<file path="config.mk">
export PLATFORM = sky130hd
export DESIGN_NAME = sprite_motion
export DESIGN_NICKNAME = d
export VERILOG_FILES = /design/src/rtl/sprite_motion.sv
export SDC_FILE = /design/constraint.sdc
export NUM_CORES = 1
export LEC_CHECK = 0
export ABC_AREA = 1
export CORE_MARGIN = 4
export CORE_UTILIZATION = 40
export DETAILED_ROUTE_END_ITERATION = 16
export MAX_ROUTING_LAYER = met4
export SLEW_MARGIN = 10
export SYNTH_ARGS = -nofsm -noshare
export SYNTH_HDL_FRONTEND = slang
export SYNTH_SLANG_ARGS = --single-unit
</file>
<file path="constraint.sdc">
create_clock -name clk -period 4.6 [get_ports clk]
set_input_delay 0.69 -clock clk [delete_from_list [all_inputs] [get_ports clk]]
set_output_delay 0.69 -clock clk [all_outputs]
set_load 0.03 [all_outputs]
</file>
<file path="src/rtl/sprite_motion.sv">
// Per-frame sprite position controller: walk with clamping, jump/gravity/landing, one update per vsync fall.
// Build option: define DOUBLE_JUMP_EN to allow one air jump per airborne period.

module sprite_motion #(
    parameter int SCREEN_W   = 800,
    parameter int SPRITE_W   = 25,
    parameter int SPRITE_H   = 21,
    parameter int FLOOR_Y    = 568,
    parameter int START_X    = 100,
    parameter int START_Y    = 100,
    parameter int WALK_SPEED = 3,
    parameter int JUMP_V     = 8,
    parameter int GRAVITY    = 1,
    parameter int MAX_FALL   = 9
) (
    input  logic        clk,
    input  logic        clrn,
    input  logic        vsync,
    input  logic        btn_left,
    input  logic        btn_right,
    input  logic        btn_jump,
    output logic [18:0] pos_x,
    output logic [18:0] pos_y,
    output logic        facing,
    output logic        on_ground,
    output logic        update_done
);

    localparam logic signed [19:0] X_MAX    = 20'(SCREEN_W - SPRITE_W);
    localparam logic signed [19:0] Y_REST   = 20'(FLOOR_Y - SPRITE_H);
    localparam logic signed [19:0] WALK     = 20'(WALK_SPEED);
    localparam logic signed [19:0] HEIGHT   = 20'(SPRITE_H);
    localparam logic signed [19:0] FLOOR    = 20'(FLOOR_Y);
    localparam logic signed [7:0]  JUMP     = 8'(JUMP_V);
    localparam logic signed [7:0]  GRAV     = 8'(GRAVITY);
    localparam logic signed [7:0]  FALL_MAX = 8'(MAX_FALL);

    typedef enum logic [2:0] {S_WAIT, S_HORZ, S_VERT, S_LAND, S_COMMIT} state_t;
    state_t state, state_d;

    logic               vs_meta, vs_sync, vs_last, frame_tick;
    logic               jump_last, jump_rise, jump_pending, jump_pending_d, jump_take;
    logic signed [19:0] x, x_d, y, y_d, y_try, y_try_d, x_sum;
    logic signed [7:0]  vel, vel_d, vel_new;
    logic               facing_d, on_ground_d, jump_ok;

    assign frame_tick = vs_last & ~vs_sync;
    assign jump_rise  = btn_jump & ~jump_last;

`ifdef DOUBLE_JUMP_EN
    logic air_used, air_used_d;
    assign jump_ok = on_ground | ~air_used;
`else
    assign jump_ok = on_ground;
`endif

    // NOTE: every variable gets a default before the case so no path leaves one unassigned (no latches).
    always_comb begin
        state_d     = state;
        x_d         = x;
        y_d         = y;
        y_try_d     = y_try;
        vel_d       = vel;
        facing_d    = facing;
        on_ground_d = on_ground;
        x_sum       = x;
        vel_new     = vel;
        jump_take   = 1'b0;
`ifdef DOUBLE_JUMP_EN
        air_used_d  = air_used;
`endif
        case (state)
            S_WAIT: if (frame_tick) state_d = S_HORZ;
            S_HORZ: begin
                if (btn_left && !btn_right) begin
                    x_sum    = x - WALK;
                    facing_d = 1'b0;
                end else if (btn_right && !btn_left) begin
                    x_sum    = x + WALK;
                    facing_d = 1'b1;
                end
                if (x_sum < 20'sd0)     x_d = '0;
                else if (x_sum > X_MAX) x_d = X_MAX;
                else                    x_d = x_sum;
                state_d = S_VERT;
            end
            S_VERT: begin
                // The pending jump is consumed here whether or not it is accepted.
                jump_take = 1'b1;
                if (jump_pending && jump_ok) begin
                    vel_new = -JUMP;
`ifdef DOUBLE_JUMP_EN
                    if (!on_ground) air_used_d = 1'b1;
`endif
                end else if (on_ground) begin
                    vel_new = '0;
                end else begin
                    vel_new = vel + GRAV;
                    if (vel_new > FALL_MAX) vel_new = FALL_MAX;
                end
                vel_d   = vel_new;
                y_try_d = y + $signed({{12{vel_new[7]}}, vel_new});
                state_d = S_LAND;
            end
            S_LAND: begin
                if (y_try + HEIGHT >= FLOOR) begin
                    y_d         = Y_REST;
                    vel_d       = '0;
                    on_ground_d = 1'b1;
`ifdef DOUBLE_JUMP_EN
                    air_used_d  = 1'b0;
`endif
                end else if (y_try < 20'sd0) begin
                    y_d         = '0;
                    vel_d       = '0;
                    on_ground_d = 1'b0;
                end else begin
                    y_d         = y_try;
                    on_ground_d = 1'b0;
                end
                state_d = S_COMMIT;
            end
            S_COMMIT: state_d = S_WAIT;
            default:  state_d = S_WAIT;
        endcase
        jump_pending_d = jump_rise | (jump_pending & ~jump_take);
    end

    // NOTE: sequential state uses non-blocking assignments; reset is sampled on the clock edge.
    always_ff @(posedge clk) begin
        if (!clrn) begin
            state        <= S_WAIT;
            vs_meta      <= 1'b1;
            vs_sync      <= 1'b1;
            vs_last      <= 1'b1;
            jump_last    <= 1'b0;
            jump_pending <= 1'b0;
            x            <= 20'(START_X);
            y            <= 20'(START_Y);
            y_try        <= 20'(START_Y);
            vel          <= '0;
            facing       <= 1'b1;
            on_ground    <= 1'b0;
            pos_x        <= 19'(START_X);
            pos_y        <= 19'(START_Y);
            update_done  <= 1'b0;
        end else begin
            state        <= state_d;
            vs_meta      <= vsync;
            vs_sync      <= vs_meta;
            vs_last      <= vs_sync;
            jump_last    <= btn_jump;
            jump_pending <= jump_pending_d;
            x            <= x_d;
            y            <= y_d;
            y_try        <= y_try_d;
            vel          <= vel_d;
            facing       <= facing_d;
            on_ground    <= on_ground_d;
            update_done  <= (state == S_COMMIT);
            if (state == S_COMMIT) begin
                pos_x <= x[18:0];
                pos_y <= y[18:0];
            end
        end
    end

`ifdef DOUBLE_JUMP_EN
    always_ff @(posedge clk) begin
        if (!clrn) air_used <= 1'b0;
        else       air_used <= air_used_d;
    end
`endif

endmodule

</file>
======== Yosys cells after proc, flatten, opt, wreduce, memory -nomap -nowiden ========
Cells that the tools add are included.
word-level totals
  register bits ........................... 117
  memories kept ........................... 0
  latch bits .............................. 0
  output and inout bits ................... 41
  ROM bits ................................ 0
  bits in writable memories ............... 0
  logic and storage cells ................. 68
cells by class
  $mul .................................... 0
  shifts and indexed selects .............. 0
  muxes and demuxes ....................... 20
  magnitude comparators ................... 5
  add/sub/neg operators ................... 5
  bitwise operators ....................... 7
  divide/modulo/power cells ............... 0
  equality and inequality tests ........... 6
  reductions and logical operators ........ 10
operator list
  kind                   count
  $mux 20                7
  $mux 8                 6
  $lt 20x1->1 const B    2
  $add 20x3->20 const B  1
  $add 20x6->20 const B  1
  $add 20x8->20          1
  $ge 20x11->1 const B   1
  $gt 20x11->1 const B   1
  $sub 20x3->20 const B  1
  $pmux 8 s2             1
  $pmux 3 s4             1
  $add 8x2->8 const B    1
  $gt 8x5->1 const B     1
  $eq 3x2->1 const B     2
  $mux 1                 4
  $reduce_and 2->1       2
  $reduce_bool 2->1      2
  $and 1x1->1            3
  $eq 3x1->1 const B     1
  $eq 3x3->1 const B     1
  $logic_and 1x1->1      3
  $logic_not 3->1        1
  $mux 3                 1
  $ne 3x3->1 const B     1
  other kinds (4)        7

======== Depth between registers and ports, before layout ========
  word-level depth ........................ 8
  depth in mapped cells ................... 25
  depth with buffers taken out ............ 25

======== Least setup slack after synthesis ========
Ideal clock, no wire load.
  path type ............................... register to register
  from .................................... register vel[0]
  to ...................................... register y_try[16]
  slack ................................... 1.377 ns
  setup time .............................. 0.056 ns
  arrival time ............................ 3.167 ns
  buffers on the path ..................... 0
  period minus slack after synthesis ...... 3.223 ns
  required time ........................... 4.544 ns
  stages on the path, launching flop included .. 24
  cells stage by stage .................... dfxtp_1 -> ha_1 -> nand2_1 -> inv_1 -> nand2_1 -> nor3_1 -> xor2_1 -> nand3b_1 -> nand2_1 -> a21oi_1 -> ha_1 -> fa_1 -> nand3_1 -> nand2_1 -> a21oi_1 -> inv_1 -> nand2_1 -> nand2_1 -> a21oi_1 -> o21ai_0 -> and2_1 -> o21ai_0 -> nand2_1 -> inv_1
between the ends
  word-level cells in the longest chain between the ends .. 7
ends and longest elaborated chain
  item                    line  source
  start, declared         44    logic signed [7:0] vel, vel_d, vel_new;
  start signal, assigned  157   vel <= vel_d;
  $add 8x2->8 (*)         98    vel_new = vel + GRAV;
  $gt 8x5->1              99    if (vel_new > FALL_MAX) vel_new = FALL_MAX;
  $mux 8 (*)              99
  $mux 8 (*)              95    end else if (on_ground) begin
  $mux 8 (*)              90    if (jump_pending && jump_ok) begin
  $mux 8 (*)              72    case (state)
  $add 20x8->20 (*)       102   y_try_d = y + $signed({{12{vel_new[7]}}, vel_new});
  end signal, assigned    140   y_try <= 20'(START_Y);
  end signal, assigned    156   y_try <= y_try_d;
  end, declared           43    logic signed [19:0] x, x_d, y, y_d, y_try, y_try_d, x_sum;
Mark *: on every way between the ends. The rest lies on a longest branch, timed or not. The select of a mux whose other input is x is not followed.
A chain may end at the register's enable or synchronous reset.

======== Worst setup path after layout ========
Same ends and word-level chain as after synthesis.

==> flow_summary.ini <==
[setup_path]
crit_arrival_ps = 4100
cp_top_family = simple AND/OR/NAND/NOR gates
required_ps = 4970
critical-path-max-stage-delay_ps = 460
startpoint = vel[0]$_SDFFE_PN0P_
start_kind = flip-flop
endpoint = y_try[16]$_SDFFE_PN0P_
slowest_stage = fa_1
timing.rr.end = y_try[16]$_SDFFE_PN0P_
worstSetupEndpointType = flip-flop
reg2reg_from = vel[0]$_SDFFE_PN0P_
reg2reg_slack_ps = 870
crit_buf_inv = 3
cp_max_fo = 5
cp.depth = 23
critPathKind = flip-flop to flip-flop
ff2ff_path_depth = 23
crit_top_cell = nand2_1
cp_cell_sequence = ha_1 -> nand2_1 -> inv_1 -> nand2_1 -> nor3_1 -> xor2_1 -> nand3b_1 -> nand2_1 -> a21oi_1 -> ha_1 -> fa_1 -> nand3_1 -> nand2_1 -> a21oi_1 -> inv_1 -> nand2_1 -> nand2_1 -> a21oi_1 -> o21ai_0 -> and2_1 -> o21ai_0 -> nand2_1 -> inv_1

[synthesis]
synth_most_common_cell = nand2_1
yosysSeqAreaShare = 0.340
synth_flop_cell = dfxtp_1
ys_async_sr_fraction = 0
postSynthAreaPerCell_um2 = 6.51
yosys.area.top_type = dfxtp_1
synthCells = 1040
synth.net_count = 1072
synthTopCellsByArea = dfxtp_1 34%, nand2_1 14%, nor2_1 7.9%
synth_edf_count = 0
yosys.area.top_type_share = 0.340
syn_area_mm2 = 0.00678
synth_cell_types = 44
ys_ff_latch = 115
yosysWarnings = 0
yosys-top-cells-count = 251 x nand2_1, 142 x nor2_1, 118 x inv_1

[sta]
setup_viol = 0
rsz0062_at_grt = false
fin_crit_sh = 0.811
slew_headroom = 0.559
fin_worst_skew_ps = 7.24
final_max_slew_viol_count = 0
fmax_ghz = 0.268
whs_ps = 413
tns_ps = 0
setup_ws_ps = 871
hold_violations = 0
final.min_clock_period_ps = 3730
worst_pin_slew_ps = 661

[route]
vias = 6610
totalWireLength_um = 19000
viasPerCell = 5.03
drc = 0
ant_nets = 0
wire_per_inst_um = 14.4
first_pass_iters = 5
first_iter_violations = 381

[clock_network]
cts_sinks = 115
cts.clk_slew.worst_paths_ps = 60
postCtsSetupRepairBufs = 0
cts_hold_buf = 0
clk_latency_ps = 410
h-tree-depth = 4
clockBufferDepth = 2
cts_resized = 0
cts_tree = yes
cts_root_buf = clkbuf_16
numCtsBuffers = 17

[global_routing]
grt_usage = 0.207
gr-total-overflow = 0
grt_pass1_wl_um = 31800
antenna_found_initial = 0
grt_pass1_vias = 6377
grt_max_degree = 65

[final_layout]
diodes = 0
layout.nets = 1113
layout-drive-gt1-share = 0.0676
area_delta_synth_final_pct = 18.2
instances_no_fill = 1314

[power_and_ir_drop]
powerDensity_mw_per_mm2 = 308
finalPower_mw = 2.47
ir_worst_vdd_v = 0.000277
p_leak_nw = 3.63

[placed_design]
dpl.hpwl_um = 13800
portBuffers = 46
gp_congestion = 0.930
place_inst = 1282
post-place-ws_ps = 892

[worst_hold_path]
min_path_type = flip-flop to flip-flop

[run_status]
status = completed

[floorplanning]
die_w_um = 138
die_y_um = 138
dieArea_mm2 = 0.0191
pin_count = 47
initial_core_util = 0.409
coreArea_mm2 = 0.0166
rows = 47

[job]
maxCapViolCount = 0
[how the worst min path moves through the flow]
| stage | start | to | slack [ps] | cells after the start |
|---|---|---|---|---|
| 3_3_place_gp | vs_meta$_SDFF_PN1_ | vs_sync$_SDFF_PN1_ | 400 | 1 |
| 4_1_cts | vs_meta$_SDFF_PN1_ | vs_sync$_SDFF_PN1_ | 410 | 1 |
| 6_report | vs_meta$_SDFF_PN1_ | vs_sync$_SDFF_PN1_ | 410 | 1 |
| 3_5_place_dp | vs_meta$_SDFF_PN1_ | vs_sync$_SDFF_PN1_ | 400 | 1 |
| 5_1_grt | vs_meta$_SDFF_PN1_ | vs_sync$_SDFF_PN1_ | 420 | 1 |
| 2_1_floorplan | vs_sync$_SDFF_PN1_ | vs_last$_SDFF_PN1_ | 390 | 2 |
[through the flow]
step,instance area (um2),util
finish,8010,0.483
global route,8010,0.483
CTS,8010,0.483
detailed placement,7430,0.448
global placement,7430,0.448
floorplan,6780,-
[cells in the final DEF (no fill, tap or decap), types with 4 or more instances in the layout]
cell type	n
a21oi_2	9
clkbuf_16	17
inv_1	118
clkdlybuf4s50_1	45
a31oi_1	4
nor2_4	4
nand2_1	251
nor3_1	18
o21ai_0	67
xor2_1	17
dfxtp_1	115
nand2_2	7
ha_1	25
a21oi_1	76
nor2_1	142
nand3_1	74
nand3b_1	4
o21ai_1	5
o211ai_1	8
nand4_1	26
buf_4	7
nor2_2	4
[cells by family after synthesis]
| family | Yosys count | share of synthesized area |
|---|---|---|
| AOI/OAI and AO/OA | 181 | 0.147 |
| xor gates and xnor gates | 20 | 0.0259 |
| adders and majority gates | 26 | 0.0491 |
| buffers and inverters | 154 | 0.0883 |
| DFF | 115 | 0.340 |
| and+or+nand+nor | 544 | 0.350 |
[sequential cells by signal, indices dropped and copies added, names as in the netlist, 3 cells and up]
signal and cells:
y 19, x 19, pos_x 19, state 3
pos_y 19, vel 8, y_try 20
[metal layers]
| metal | wire length [um] | GRT usage |
|---|---|---|
| met2 | 9420 | 0.358 |
| met1 | 8530 | 0.244 |
| met3 | 633 | 0.0345 |
| met4 | 394 | 0.0712 |
| met5 | 0 | - |
[where the power goes]
part	total, mW	internal (mW)	switching [mW]
clock network	1.30	0.811	0.487
logic	0.146	0.0464	0.0997
registers	1.02	1.01	0.0155
[worst register-to-register path, stage by stage, from the launching register on]
cell and delay (ps):
dfxtp_1 390, ha_1 190, nand2_1 70, inv_1 80, nand2_1 80, nor3_1 180
xor2_1 210, nand3b_1 100, nand2_1 160, a21oi_1 120, ha_1 280, fa_1 460
nand3_1 90, nand2_1 80, a21oi_1 150, inv_1 100, nand2_1 60, nand2_1 90
a21oi_1 240, o21ai_0 140, and2_1 150, o21ai_0 140, nand2_1 60, inv_1 50
[cell type report]
cell class / instances / area (um2)
fill: 1759 / 8580
clock buffer: 20 / 447
tap: 220 / 275
multi-input combinational: 771 / 3870
timing repair buffer: 53 / 508
sequential: 115 / 2300
clock inverter: 12 / 133
inverter: 123 / 467
Power figures use the tool's default switching activity.
